**config.mk**
```make
export PLATFORM = sky130hd
export DESIGN_NAME = draw_port_arbiter
export DESIGN_NICKNAME = d
export VERILOG_FILES = /design/src/rtl/draw_port_arbiter_pkg.sv /design/src/rtl/draw_port_arbiter_rr_picker.sv /design/src/rtl/draw_port_arbiter.sv
export SDC_FILE = /design/constraint.sdc
export NUM_CORES = 1
export LEC_CHECK = 0
export ABC_AREA = 1
export BUFFER_PORTS_ARGS = -buffer_cell sky130_fd_sc_hd__buf_2
export CAP_MARGIN = 40
export CORE_MARGIN = 3
export CORE_UTILIZATION = 49
export CTS_BUF_LIST = sky130_fd_sc_hd__clkbuf_8 sky130_fd_sc_hd__clkbuf_16
export DETAILED_ROUTE_END_ITERATION = 10
export PLACE_DENSITY_LB_ADDON = 0.05
export SYNTH_ARGS = -nofsm -noshare
export SYNTH_HDL_FRONTEND = slang
export SYNTH_SLANG_ARGS = --single-unit
```
**constraint.sdc**
```tcl
create_clock -name clk -period 1.8 [get_ports clk]
set_input_delay 0.18 -clock clk [delete_from_list [all_inputs] [get_ports clk]]
set_output_delay 0.18 -clock clk [all_outputs]
set_load 0.005 [all_outputs]
```
**src/rtl/draw_port_arbiter_pkg.sv**
```systemverilog
// draw_port_arbiter_pkg: shared drawing types, screen geometry and pixel field widths.
package draw_port_arbiter_pkg;
    localparam int SCREEN_W = 320;
    localparam int SCREEN_H = 240;
    localparam int X_W = 9;
    localparam int Y_W = 8;
    localparam int C_W = 3;
    localparam int CNT_W = 17;
    typedef enum logic [1:0] {IDLE, OWN, RELEASE} arb_state_t;
endpackage

```
**src/rtl/draw_port_arbiter_rr_picker.sv**
```systemverilog
// rr_picker: first set req bit at or above ptr, wrapping from the top index back to 0.
module rr_picker #(
    parameter int N_REQ = 4,
    parameter int W = 2
) (
    input  logic [N_REQ-1:0] req,
    input  logic [W-1:0]     ptr,
    output logic [W-1:0]     winner,
    output logic             valid
);
    logic [W-1:0] idx;
    // Scan from the farthest offset down so the nearest set bit is written last.
    always_comb begin
        valid = 1'b0;
        winner = '0;
        idx = '0;
        for (int i = N_REQ - 1; i >= 0; i--) begin
            idx = W'((int'(ptr) + i) % N_REQ);
            if (req[idx]) begin
                valid = 1'b1;
                winner = idx;
            end
        end
    end
endmodule

```
**src/rtl/draw_port_arbiter.sv**
```systemverilog
// draw_port_arbiter: round-robin owner of the single pixel-write port, with per-owner
// timeout and a one-cycle release gap between owners.
module draw_port_arbiter
    import draw_port_arbiter_pkg::*;
#(
    parameter int N_REQ = 4,
    parameter int TIMEOUT = 76800
) (
    input  logic                   clk,
    input  logic                   reset_n,
    input  logic [N_REQ-1:0]       req,
    input  logic [N_REQ-1:0]       done,
    input  logic [X_W*N_REQ-1:0]   x_in,
    input  logic [Y_W*N_REQ-1:0]   y_in,
    input  logic [C_W*N_REQ-1:0]   color_in,
    input  logic [N_REQ-1:0]       plot_in,
    output logic [N_REQ-1:0]       grant,
    output logic                   busy,
    output logic                   timeout_err,
    output logic [X_W-1:0]         x_out,
    output logic [Y_W-1:0]         y_out,
    output logic [C_W-1:0]         color_out,
    output logic                   plot_out
);
    localparam int PW = N_REQ > 1 ? $clog2(N_REQ) : 1;

    arb_state_t state;
    logic [PW-1:0] ptr, owner, winner, next_ptr;
    logic [CNT_W-1:0] cnt;
    logic valid, own_done, own_req, tmo;

    rr_picker #(.N_REQ(N_REQ), .W(PW)) u_picker (
        .req(req),
        .ptr(ptr),
        .winner(winner),
        .valid(valid)
    );

    assign next_ptr = (int'(winner) == N_REQ - 1) ? '0 : winner + 1'b1;
    assign own_done = done[owner];
    assign own_req = req[owner];
    assign tmo = cnt == CNT_W'(TIMEOUT - 1);

    always_ff @(posedge clk) begin
        if (!reset_n) begin
            state <= IDLE;
            ptr <= '0;
            owner <= '0;
            cnt <= '0;
            grant <= '0;
            busy <= 1'b0;
            timeout_err <= 1'b0;
            x_out <= '0;
            y_out <= '0;
            color_out <= '0;
            plot_out <= 1'b0;
        end else begin
            grant <= '0;
            busy <= 1'b0;
            timeout_err <= 1'b0;
            plot_out <= 1'b0;
            case (state)
                OWN: begin
                    x_out <= x_in[int'(owner)*X_W +: X_W];
                    y_out <= y_in[int'(owner)*Y_W +: Y_W];
                    color_out <= color_in[int'(owner)*C_W +: C_W];
                    plot_out <= plot_in[owner];
                    cnt <= cnt + 1'b1;
                    // done beats a coincident timeout so a clean finish never flags an error.
                    if (own_done || !own_req || tmo) begin
                        state <= RELEASE;
                        timeout_err <= tmo && !own_done;
                    end else begin
                        grant <= grant;
                        busy <= 1'b1;
                    end
                end
                default: begin
                    if (valid) begin
                        state <= OWN;
                        owner <= winner;
                        ptr <= next_ptr;
                        cnt <= '0;
                        grant <= N_REQ'(1) << winner;
                        busy <= 1'b1;
                    end else begin
                        state <= IDLE;
                    end
                end
            endcase
        end
    end
endmodule

```
Word-level counts from Yosys, hierarchy flattened
Index checks and enable logic that the tools add are counted.

Multiplexer cells: 34. Shifts and indexed selects: 4. Order comparisons: 5. Eq/ne operators: 4. Reduce and logical (&&, ||, !) cells: 9. $add $sub $neg: 5. Multipliers: 2. Bitwise logic cells: 1.

Operators by type and width (number): $shiftx A36 B7 Y9 (1); $mux W17 (2); $shiftx A32 B6 Y8 (1); $add A17 B1 Y17 const B (1); $eq A17 B17 Y1 const B (1); $lt A2 B3 Y1 const B (5); $mux W1 (15); $bmux W1 S2 (7); $mux W2 (7); $mux W4 (3); $shiftx A12 B5 Y3 (1); $mul A2 B4 Y6 const B (1); $add A2 B1 Y2 const B (2); $add A2 B2 Y2 const B (2); $eq A2 B1 Y1 const B (2); $mul A2 B2 Y4 const B (1); $reduce_and A2 Y1 (2); $shl A1 B2 Y4 const A (1); $reduce_and A3 Y1 (1); $logic_not A1 Y1 (2); $logic_or A1 B1 Y1 (2); $ne A2 B2 Y1 const B (1); $reduce_bool A2 Y1 (1); $logic_and A1 B1 Y1 (1); $not A1 Y1 (1).

Flip-flop bits (word level): 50. Logic and storage cells: 75. Input bits: 94. Output and inout bits: 27.

Depth between registers and ports, before layout
Gate-level depths: netlist of the first run.

Depth after elaboration: 10. Gate-level depth with buffers: 13. Mapped depth without buffers: 13.

Cells and area by module
A second synthesis of the first run with hierarchy kept.

Cell total of the unflattened synthesis: 476. Area, all modules: 3002.9 µm².

By module, submodules not included: draw_port_arbiter (cells an instance 432, area each 2787.7 µm², sequential area each 1001.0 µm², times used 1); rr_picker (cells an instance 44, area each 215.2 µm², sequential area each 0.0 µm², times used 1).

Worst setup path before layout of the first run
Ideal clock, no wire load.

Path type: reg2reg. From: register ptr[0]. To: register ptr[1]. Period minus slack after synthesis: 1671 ps. Data required time: 1684 ps. Cell stages (with the launch flop): 13. Slack: 129 ps. Arrival time: 1555 ps. Buffers on the path: 0. Cell sequence: dfxtp_1 > inv_2 > nand2_1 > nand3_1 > nand2_1 > nand3_1 > nand2_1 > nand2_1 > nand2_1 > inv_1 > ha_1 > o21ai_0 > nor2_1.

Cells in the longest elaborated chain, start to end: 9. Elaborated cells between the ends (all ways): 23.

RTL lines: start: declaration (line draw_port_arbiter.sv:28) `logic [PW-1:0] ptr, owner, winner, next_ptr;`; start signal: assignment (line draw_port_arbiter.sv:82) `ptr <= next_ptr;`; $add A2 B2 Y2 (line draw_port_arbiter_rr_picker.sv:18) `idx = W'((int'(ptr) + i) % N_REQ);`; $bmux W1 S2 (line draw_port_arbiter_rr_picker.sv:19) `if (req[idx]) begin`; $mux W1 (implied by the code) (line draw_port_arbiter_rr_picker.sv:19); $mux W2 (3 in a row) (line draw_port_arbiter_rr_picker.sv:19); $mux W2 (*) (line draw_port_arbiter_rr_picker.sv:19); named net u_picker.winner[0] (line draw_port_arbiter_rr_picker.sv:8) `output logic [W-1:0] winner,`; $add A2 B1 Y2 or $eq A2 B1 Y1 (tied branches) (line draw_port_arbiter.sv:39) `assign next_ptr = (int'(winner) == N_REQ - 1) ? '0 : winner + 1'b1;`; $mux W2 (*) (line draw_port_arbiter.sv:39); named net next_ptr[1] (line draw_port_arbiter.sv:28).

Mark *: on every way through the listed nets, which the timed path passes. The rest lies on a longest branch. The select of a mux whose other input is x is not followed. A chain may end at the register's enable or synchronous reset.

Worst setup path in the final report of the first run
Same ends and word-level chain as after synthesis.

==> results.md, run 1 <==
STA:
- The final sum of negative setup slack is 0 ns.
- The worst-margin pin slew is ~0.43 ns.
- Measured against its own limit, the worst slew margin works out to 0.713.
- The max-slew violation count is 0.
- The maximum clock frequency is about 0.59 GHz.
- Hold timing on the final database bottoms out at a slack of between 0.2 and 0.25 ns.
- The setup clock skew after layout is 0.00784 ns.
- The routed design could run at a clock period as short as between 1.5 and 2 ns.
- The count of endpoints failing hold in the final timing report is 0.
- Setup repair after global routing could not meet its margin everywhere.
- The count of final setup violators is 0.
- The post-route clock period utilization is 0.946.

Global route:
- For this run, the total global-route usage over all layers was measured as 0.247.
- The number of antenna violations at the first check in global routing was 0.
- The number of global-route vias before repair is 3402.
- The overall overflow remaining after global route is 0.
- Entering global routing, the biggest net connects 29 pins.
- The global-route wire length before repair is around 15000 µm.

Power and ir drop:
- The clock network power share is 0.136.
- Dividing total power by cell area gives a power density of ~1200 nW/µm².
- The share of total power dissipated in sequential elements is 0.322.
- The completed layout was analyzed and its total power is around 4.7 mW.
- The share of total power dissipated in combinational logic is 0.542.
- In this run the power spent charging and discharging nets is 2.10 mW.
- The internal power of the cells totals 2.64 mW.
- The maximum vdd drop is approximately 760 µV.
- The static leakage power is 1.95 nW.
- Of the total power, the share spent switching nets is 0.443.

Final layout:
- Summing all non-filler instances in the final layout gives an area of around 3900 µm².
- The number of nets in the finished design is approximately 720.
- The count of filler cells inserted in the layout is roughly 560.
- Of the cells placed in the final design, the portion with a size suffix greater than 1 is 0.264.
- The number of antenna diodes in the final layout is 0.
- The synthesis-to-layout area growth is 27.7%.
- Excluding fillers, the count of instances in the completed layout stands at 690.
- The top cell types in the final layout, fill and taps aside, are buf_2, nor2_1, nand2_1.
- Leaving out fill and tap cells, the most frequent cell in the layout is buf_2.

Placement:
- At the end of routability-driven placement, the weighted congestion stood at between 0.9 and 1.
- The area of placed instances is roughly 3700 µm².
- After detailed placement, the design holds a cell count of approximately 680.
- The number of port buffers is 120.
- The HPWL after detailed placement is between 6000 and 7000 µm.

Logic synthesis:
- After synthesis, the largest family of logic cells by area is simple AND/OR/NAND/NOR gates.
- The area fraction in compound gates after synthesis is 0.206.
- The synthesized netlist contains 27 unique library cells.
- The post-synthesis adder-cell area fraction is 0.0207.
- The portion of synthesized area spent on multiplexers is 0.
- In the synthesized netlist the dominant register cell turns out to be dfxtp_1.
- The register area share after synthesis is 0.332.
- The fraction of synthesized cell area in xor and xnor cells is 0.
- Summing every instance area after synthesis gives approximately 3000 µm².
- The synthesized netlist net count is slightly below 600.
- Of the total synthesized cell area, the portion taken by AND, OR, NAND and NOR gates is 0.345.
- The synthesized instance count is between 400 and 500.
- The post-synthesis register bit count is 50.
- The synthesized design contains 0 enable-type register cells.
- The number of synthesis warnings is 0.
- The share of flip-flops with an asynchronous set or reset after synthesis is 0.
- The average cell area after synthesis is 6.06 µm².

Route:
- After detailed routing, the number of remaining DRC violations is 0.
- The number of iterations in the first detailed-routing pass is 4.
- The detailed router's first-iteration violation count is 155.
- The post-detailed-route wirelength per cell is between 10 and 15 µm.
- The total detailed-routing wirelength is slightly below 9000 µm.
- The detailed router placed ~3600 vias in this run.
- The number of nets still failing antenna checks after routing is 0.
- The detail-routed via count per cell is roughly 5.2.

Worst setup path:
- The data arrival time of the critical path is ~1.9 ns.
- By instance count, the cell type seen most on the critical path is nand2_1.
- The worst setup path is launched from a flip-flop.
- The endpoint kind of the worst setup timing path is a flip-flop.
- Traced cell by cell, the critical path runs through inv_4, nand2_2, nand3_1, nand2_1, nand3_1, nand2_1, nand2_1, nand2_1, inv_1, ha_1, o21ai_1, nor2_1.
- The worst setup path is of the reg2reg kind.
- The largest single stage delay on the critical path is roughly 0.40 ns.
- Along the worst path, the maximum fanout reaches 9.
- Together, buffers and inverters on the worst path number 2.
- The critical-path cell with the highest stage delay is dfxtp_4.
- The required time at the endpoint of the critical path is roughly 2 ns.
- On the critical path the largest part of the delay comes from simple AND/OR/NAND/NOR gates.

CTS:
- Clock-pin slew was measured on the worst setup and hold paths at about 0.08 ns.
- The number of buffers created by CTS is 5.
- The H-tree depth is 2.
- The insertion delay of the later-clocked pin in the worst-skew pair is 0.30 ns.
- The clock tree buffer depth is 2.
- The sink count of the clock tree is 50.
- The root buffer selected by CTS is clkbuf_8.
- The count of hold buffers inserted by post-cts repair is 0.
- TritonCTS built the clock tree.

Floorplanning:
- For this design the top-level I/O count stands at roughly 120.
- The die area is roughly 7100 µm².
- The floorplan step defined a core boundary enclosing 5740 µm².
- The die height is between 80 and 90 µm.
- The die is ~84 µm wide.
- The initial standard-cell utilization of the core is 0.525.
- The total number of placement rows is 27.

Hold path:
- The path type of the worst min-delay path is in2reg.

Status:
- The flow ran to the end, and the final reports show no timing, DRC or antenna violations.

Run:
- The max-capacitance violation count is 0.
-- area by class of cell --
| cell class | instances | area (µm²) | area share |
|---|---|---|---|
| Timing Repair Buffer | 138 | 736 | 0.191 |
| Multi-Input combinational cell | 373 | 1740 | 0.452 |
| Sequential cell | 50 | 1010 | 0.262 |
| Clock buffer | 6 | 82.6 | 0.0214 |
| Tap cell | 72 | 90.1 | 0.0234 |
| Inverter | 51 | 194 | 0.0503 |
-- worst register-to-register path: stages, from the launching register on --
cell and delay, ns:
dfxtp_4 0.40, inv_4 0.07, nand2_2 0.07, nand3_1 0.11, nand2_1 0.09, nand3_1 0.10, nand2_1 0.07, nand2_1 0.06
nand2_1 0.08, inv_1 0.07, ha_1 0.29, o21ai_1 0.13, nor2_1 0.05
-- power groups by stage --
stage	clock network [mW]	registers (mW)	logic (mW)
2_1_floorplan	0	1.54	1.63
3_3_place_gp	0	1.52	2.42
3_5_place_dp	0	1.54	2.49
4_1_cts	0.656	1.52	2.51
5_1_grt	0.694	1.56	2.94
6_report	0.645	1.53	2.57
-- cells in the mapped netlist, types with 2 or more instances --
cell | number | area (µm²)
a21oi_1 | 18 | 90.1
a21oi_2 | 2 | 17.5
buf_1 | 3 | 11.3
clkbuf_1 | 19 | 71.3
clkinv_1 | 2 | 7.51
dfxtp_1 | 50 | 1000
ha_1 | 5 | 62.6
inv_1 | 48 | 180
nand2_1 | 86 | 323
nand2_2 | 3 | 18.8
nand3_1 | 27 | 135
nand4_1 | 8 | 50.1
nor2_1 | 115 | 432
nor2_2 | 2 | 12.5
nor3_1 | 8 | 40.0
o211ai_1 | 2 | 15.0
o21ai_0 | 71 | 355
o22ai_1 | 20 | 125
-- logic make-up (layout without fill, tap and decap cells) --
| group | Yosys count | after routing |
|---|---|---|
| flip-flops | 50 | 50 |
| adder cells (fa/ha/maj) | 5 | 5 |
| buffers and inverters | 75 | 195 |
| AND/OR/NAND/NOR | 252 | 252 |
| AO/OA/AOI/OAI | 116 | 116 |
-- per-stage QoR --
step / utilization / setup slack [ns]
2_1_floorplan: - / 0.129
3_3_place_gp: 0.651 / 0.0841
3_5_place_dp: 0.651 / -0.0635
4_1_cts: 0.666 / 0.0181
5_1_grt: 0.671 / -0.0198
6_report: 0.671 / 0.0969
-- registers in the layout (all words and copies together) (netlist names) --
register and cells:
busy 1, cnt 17, color_out 3, grant 4, owner 2, plot_out 1, ptr 2, state 2
timeout_err 1, x_out 9, y_out 8
-- worst paths after layout --
kind | to | startpoint | slack [ns] | cells past startpoint
hold reg to reg | cnt[8] | cnt[8] | 0.48 | 2
setup / recovery | ptr[1] | ptr[0] | 0.1 | 12
setup reg to reg | ptr[1] | ptr[0] | 0.1 | 12
hold / removal | plot_out | plot_in[3] | 0.22 | 3
-- metal layers --
metal / share of wire / track usage / wire [µm]
met1: 0.43 / 0.310 / 3760
met2: 0.50 / 0.441 / 4400
met3: 0.060 / 0.0422 / 532
met4: 0.014 / 0.0561 / 125
met5: 0 / 0 / 0
-- what timing repair did --
item | CTS | global route
gates resized for setup | 4 | 9
endpoints found under the setup margin | 2 | 8
gates cloned | 0 | 0
buffers inserted | 0 | 1
Note: power is estimated with default switching activity, not from simulation.
==> inputs of run 2 (changes only) <==
Settings changed: CORE_UTILIZATION 49 to 38.
==> run 2 against run 1 <==
Effect of this change: maximum frequency up 1.1%; utilization down 15 points; combinational power down 2%; count of clock-buffer cells in the layout down 1; critical endpoint unchanged; largest cell class unchanged.
==> results.md, run 2 (same netlist as run 1, synthesis figures left out) <==
Hold path:
- The path type of the worst min-delay path is in2reg.

Final layout:
- Ranked by flip-flop count, first place goes to cnt.
- The count of filler cells inserted in the layout is about 790.
- The filler-free cell count of the finished design is 717.
- The flip-flop count of the largest register after layout is 17.
- The top cell types in the final layout, fill and taps aside, are buf_2, nor2_1, nand2_1.
- In the final layout, the registers with the most flip-flops are cnt (17), x_out (9), y_out (8).
- The fraction of layout instances using a drive strength above 1 is 0.261.
- The number of nets in the finished design is between 700 and 800.
- The synthesis-to-layout area growth is 29.4%.
- The most frequent standard cell in the layout excluding fill and tap cells is buf_2.
- The final core utilization is 0.521.
- The antenna diode count is 0.

Power and ir drop:
- The share of total power dissipated in combinational logic is 0.524.
- Of the total power, registers draw 0.313.
- The net switching power is roughly 2.1 mW.
- The maximum vdd drop is 482 µV.
- The internal portion of the total power is 2.74 mW.
- Of the total power, the share spent switching nets is 0.431.
- The static leakage power is 1.96 nW.
- The share of total power dissipated in the clock network is 0.163.
- The power per cell area is about 1200 nW/µm².

STA:
- Final hold analysis gives a worst-case slack of approximately 0.18 ns.
- Static timing analysis puts the maximum clock frequency at ~0.59 GHz.
- The final sum of negative setup slack is 0 ns.
- The post-route clock period utilization is 0.936.
- The max-slew violation count came to 0.
- Setup violations remaining at the end of the flow were counted as 0.
- The shortest period the worst path allows is about 1.7 ns.
- For the pin with the worst max-slew slack, the measured transition is between 0.4 and 0.5 ns.
- Clock skew on the completed layout was measured at 0.0147 ns.
- Setup repair after global routing could not meet its margin everywhere.
- Headroom to the max-slew limit came out at 0.731.
- The count of endpoints failing hold in the final timing report is 0.

Route:
- For this run, design rule violations remaining after detail routing come to 0.
- After detailed routing, the number of vias per cell comes to 4.83.
- The post-detailed-route wirelength per cell is roughly 12 µm.
- After the first detailed-routing iteration, the DRC count stood at 90.
- The total detailed-routing wirelength is ~9000 µm.
- The pre-antenna-repair detailed-routing pass consisted of 4 iterations.
- The number of nets still failing antenna checks after routing is 0.
- The overall via count from detail_route is around 3500.

Floorplanning:
- The count of pins on the block boundary is between 100 and 150.
- The floorplan step defined a die boundary enclosing between 9000 and 10000 µm².
- The initial utilization of the core area, before any placement, comes to 0.403.
- Measured along the x axis, the die boundary spans 95.1 µm.
- From bottom edge to top edge, the die measures about 95 µm.
- The core outline area is 7490 µm².
- Row generation in the floorplan step produced 31 rows.

CTS:
- The clock tree buffer depth is 2.
- The TritonCTS clock tree is done.
- The post-CTS clock slew at the launch and capture registers of the worst setup and hold paths is 0.10 ns.
- After clock tree synthesis, the flow added hold-fix buffers numbering 0.
- In this run, CTS created clock tree buffers numbering 5.
- In this run the clock root is driven by a clkbuf_8.
- The number of gates given a new drive strength after cts is 0.
- Clock latency on the worst-skew pair, taken at its later pin, is around 0.3 ns.
- The post-CTS setup-driven buffer insertion count is 0.
- The sink count of the clock tree is 50.
- The H-tree depth is 2.

Placement:
- The count of buffers added on input and output ports is 120.
- The post-placement cell count is 710.
- Routability-driven placement finished with a final weighted congestion of between 0.8 and 0.9.
- The sum of net half-perimeters after detailed placement is roughly 6900 µm.

Worst setup path:
- For the worst setup path, the data required time is ~2.0 ns.
- The endpoint identified for the worst register-to-register timing path is ptr[1].
- The worst reg2reg path depth is 12.
- Along the worst path, the maximum fanout reaches 9.
- The critical path endpoint is ptr[1].
- The worst setup path is launched from a flip-flop.
- For the worst setup path, the data arrival time is ~1.9 ns.
- The source of the critical timing path is ptr[0].
- STA classifies the critical path endpoint as a flip-flop.
- Setup slack on the worst reg-to-reg path comes out at 0.12 ns.
- The critical setup path kind is reg2reg.
- The reg-to-reg startpoint is ptr[0].

Global route:
- The number of global-route vias before repair is 3077.
- The overall overflow remaining after global route is 0.
- The number of antenna violations at the first check in global routing is 0.
- The total track usage is 0.197.
- The global-route wire length before repair is 14400 µm.
- The maximum number of pins on one net before global-route repair is 28.

Run:
- The max-capacitance violation count is 0.

Status:
- The run finished with clean final reports.
## run 2: cell count changes in the layout (fill, tap and decap cells not counted), sizes merged
| cell | previous run | this run |
|---|---|---|
| clkinv | 2 | 3 |
| buf | 138 | 137 |
| bufinv | 0 | 1 |
| clkbuf | 6 | 5 |
## run 2: how the worst min path moves through the flow
stage	from	endpoint	slack, ns	cells after the start
after CTS	plot_in[3]	plot_out	0.19	3
after detailed placement	cnt[8]	cnt[8]	0.47	2
after floorplan	plot_in[3]	plot_out	0.39	2
final	plot_in[3]	plot_out	0.18	3
after global routing	plot_in[3]	plot_out	0.23	3
after global placement	cnt[8]	cnt[8]	0.47	2
## run 2: critical path, stage by stage, from the launching register on
cell and delay (ns):
dfxtp_2 0.37, inv_2 0.08, nand2_1 0.11, nand3_1 0.11, nand2_1 0.10, nand3_2 0.08
nand2_1 0.06, nand2_1 0.06, nand2_1 0.08, inv_1 0.06, ha_1 0.29, o21ai_1 0.13
nor2_1 0.05
## run 2: power groups by stage
stage                     sequential, mW  combinational (mW)  clock (mW)
after floorplan                     1.54                1.63           0
after global placement              1.51                2.50           0
after detailed placement            1.52                2.51           0
after CTS                           1.50                2.51       0.797
after global routing                1.54                2.90       0.837
final                               1.51                2.52       0.783
## run 2: layout make-up
class                      count  area, µm²  area share
clock inverter                 2       38.8     0.00994
sequential                    50       1010       0.258
timing repair buffer         137        728       0.187
clock buffer                   5       68.8      0.0176
inverter                      51        191      0.0490
multi-input combinational    373       1750       0.447
tap                           99        124      0.0317
## run 2: metal layers
layer  global-route usage  up-vias  routed length (µm)
met4               0.0300        0                  34
li1                     -     1862                   -
met3               0.0521        4                 608
met1                0.249     1513                3950
met2                0.342       86                4300
met5                    0        -                   0
## run 2: through the flow
| step | total power, mW | instance area (µm²) | setup WS [ns] |
|---|---|---|---|
| after global routing | 5.28 | 3900 | -0.0336 |
| after CTS | 4.81 | 3880 | 0.0302 |
| after floorplan | 3.18 | 3020 | 0.129 |
| after global placement | 4.02 | 3770 | 0.0953 |
| final | 4.81 | 3900 | 0.116 |
| after detailed placement | 4.03 | 3770 | 0.0485 |
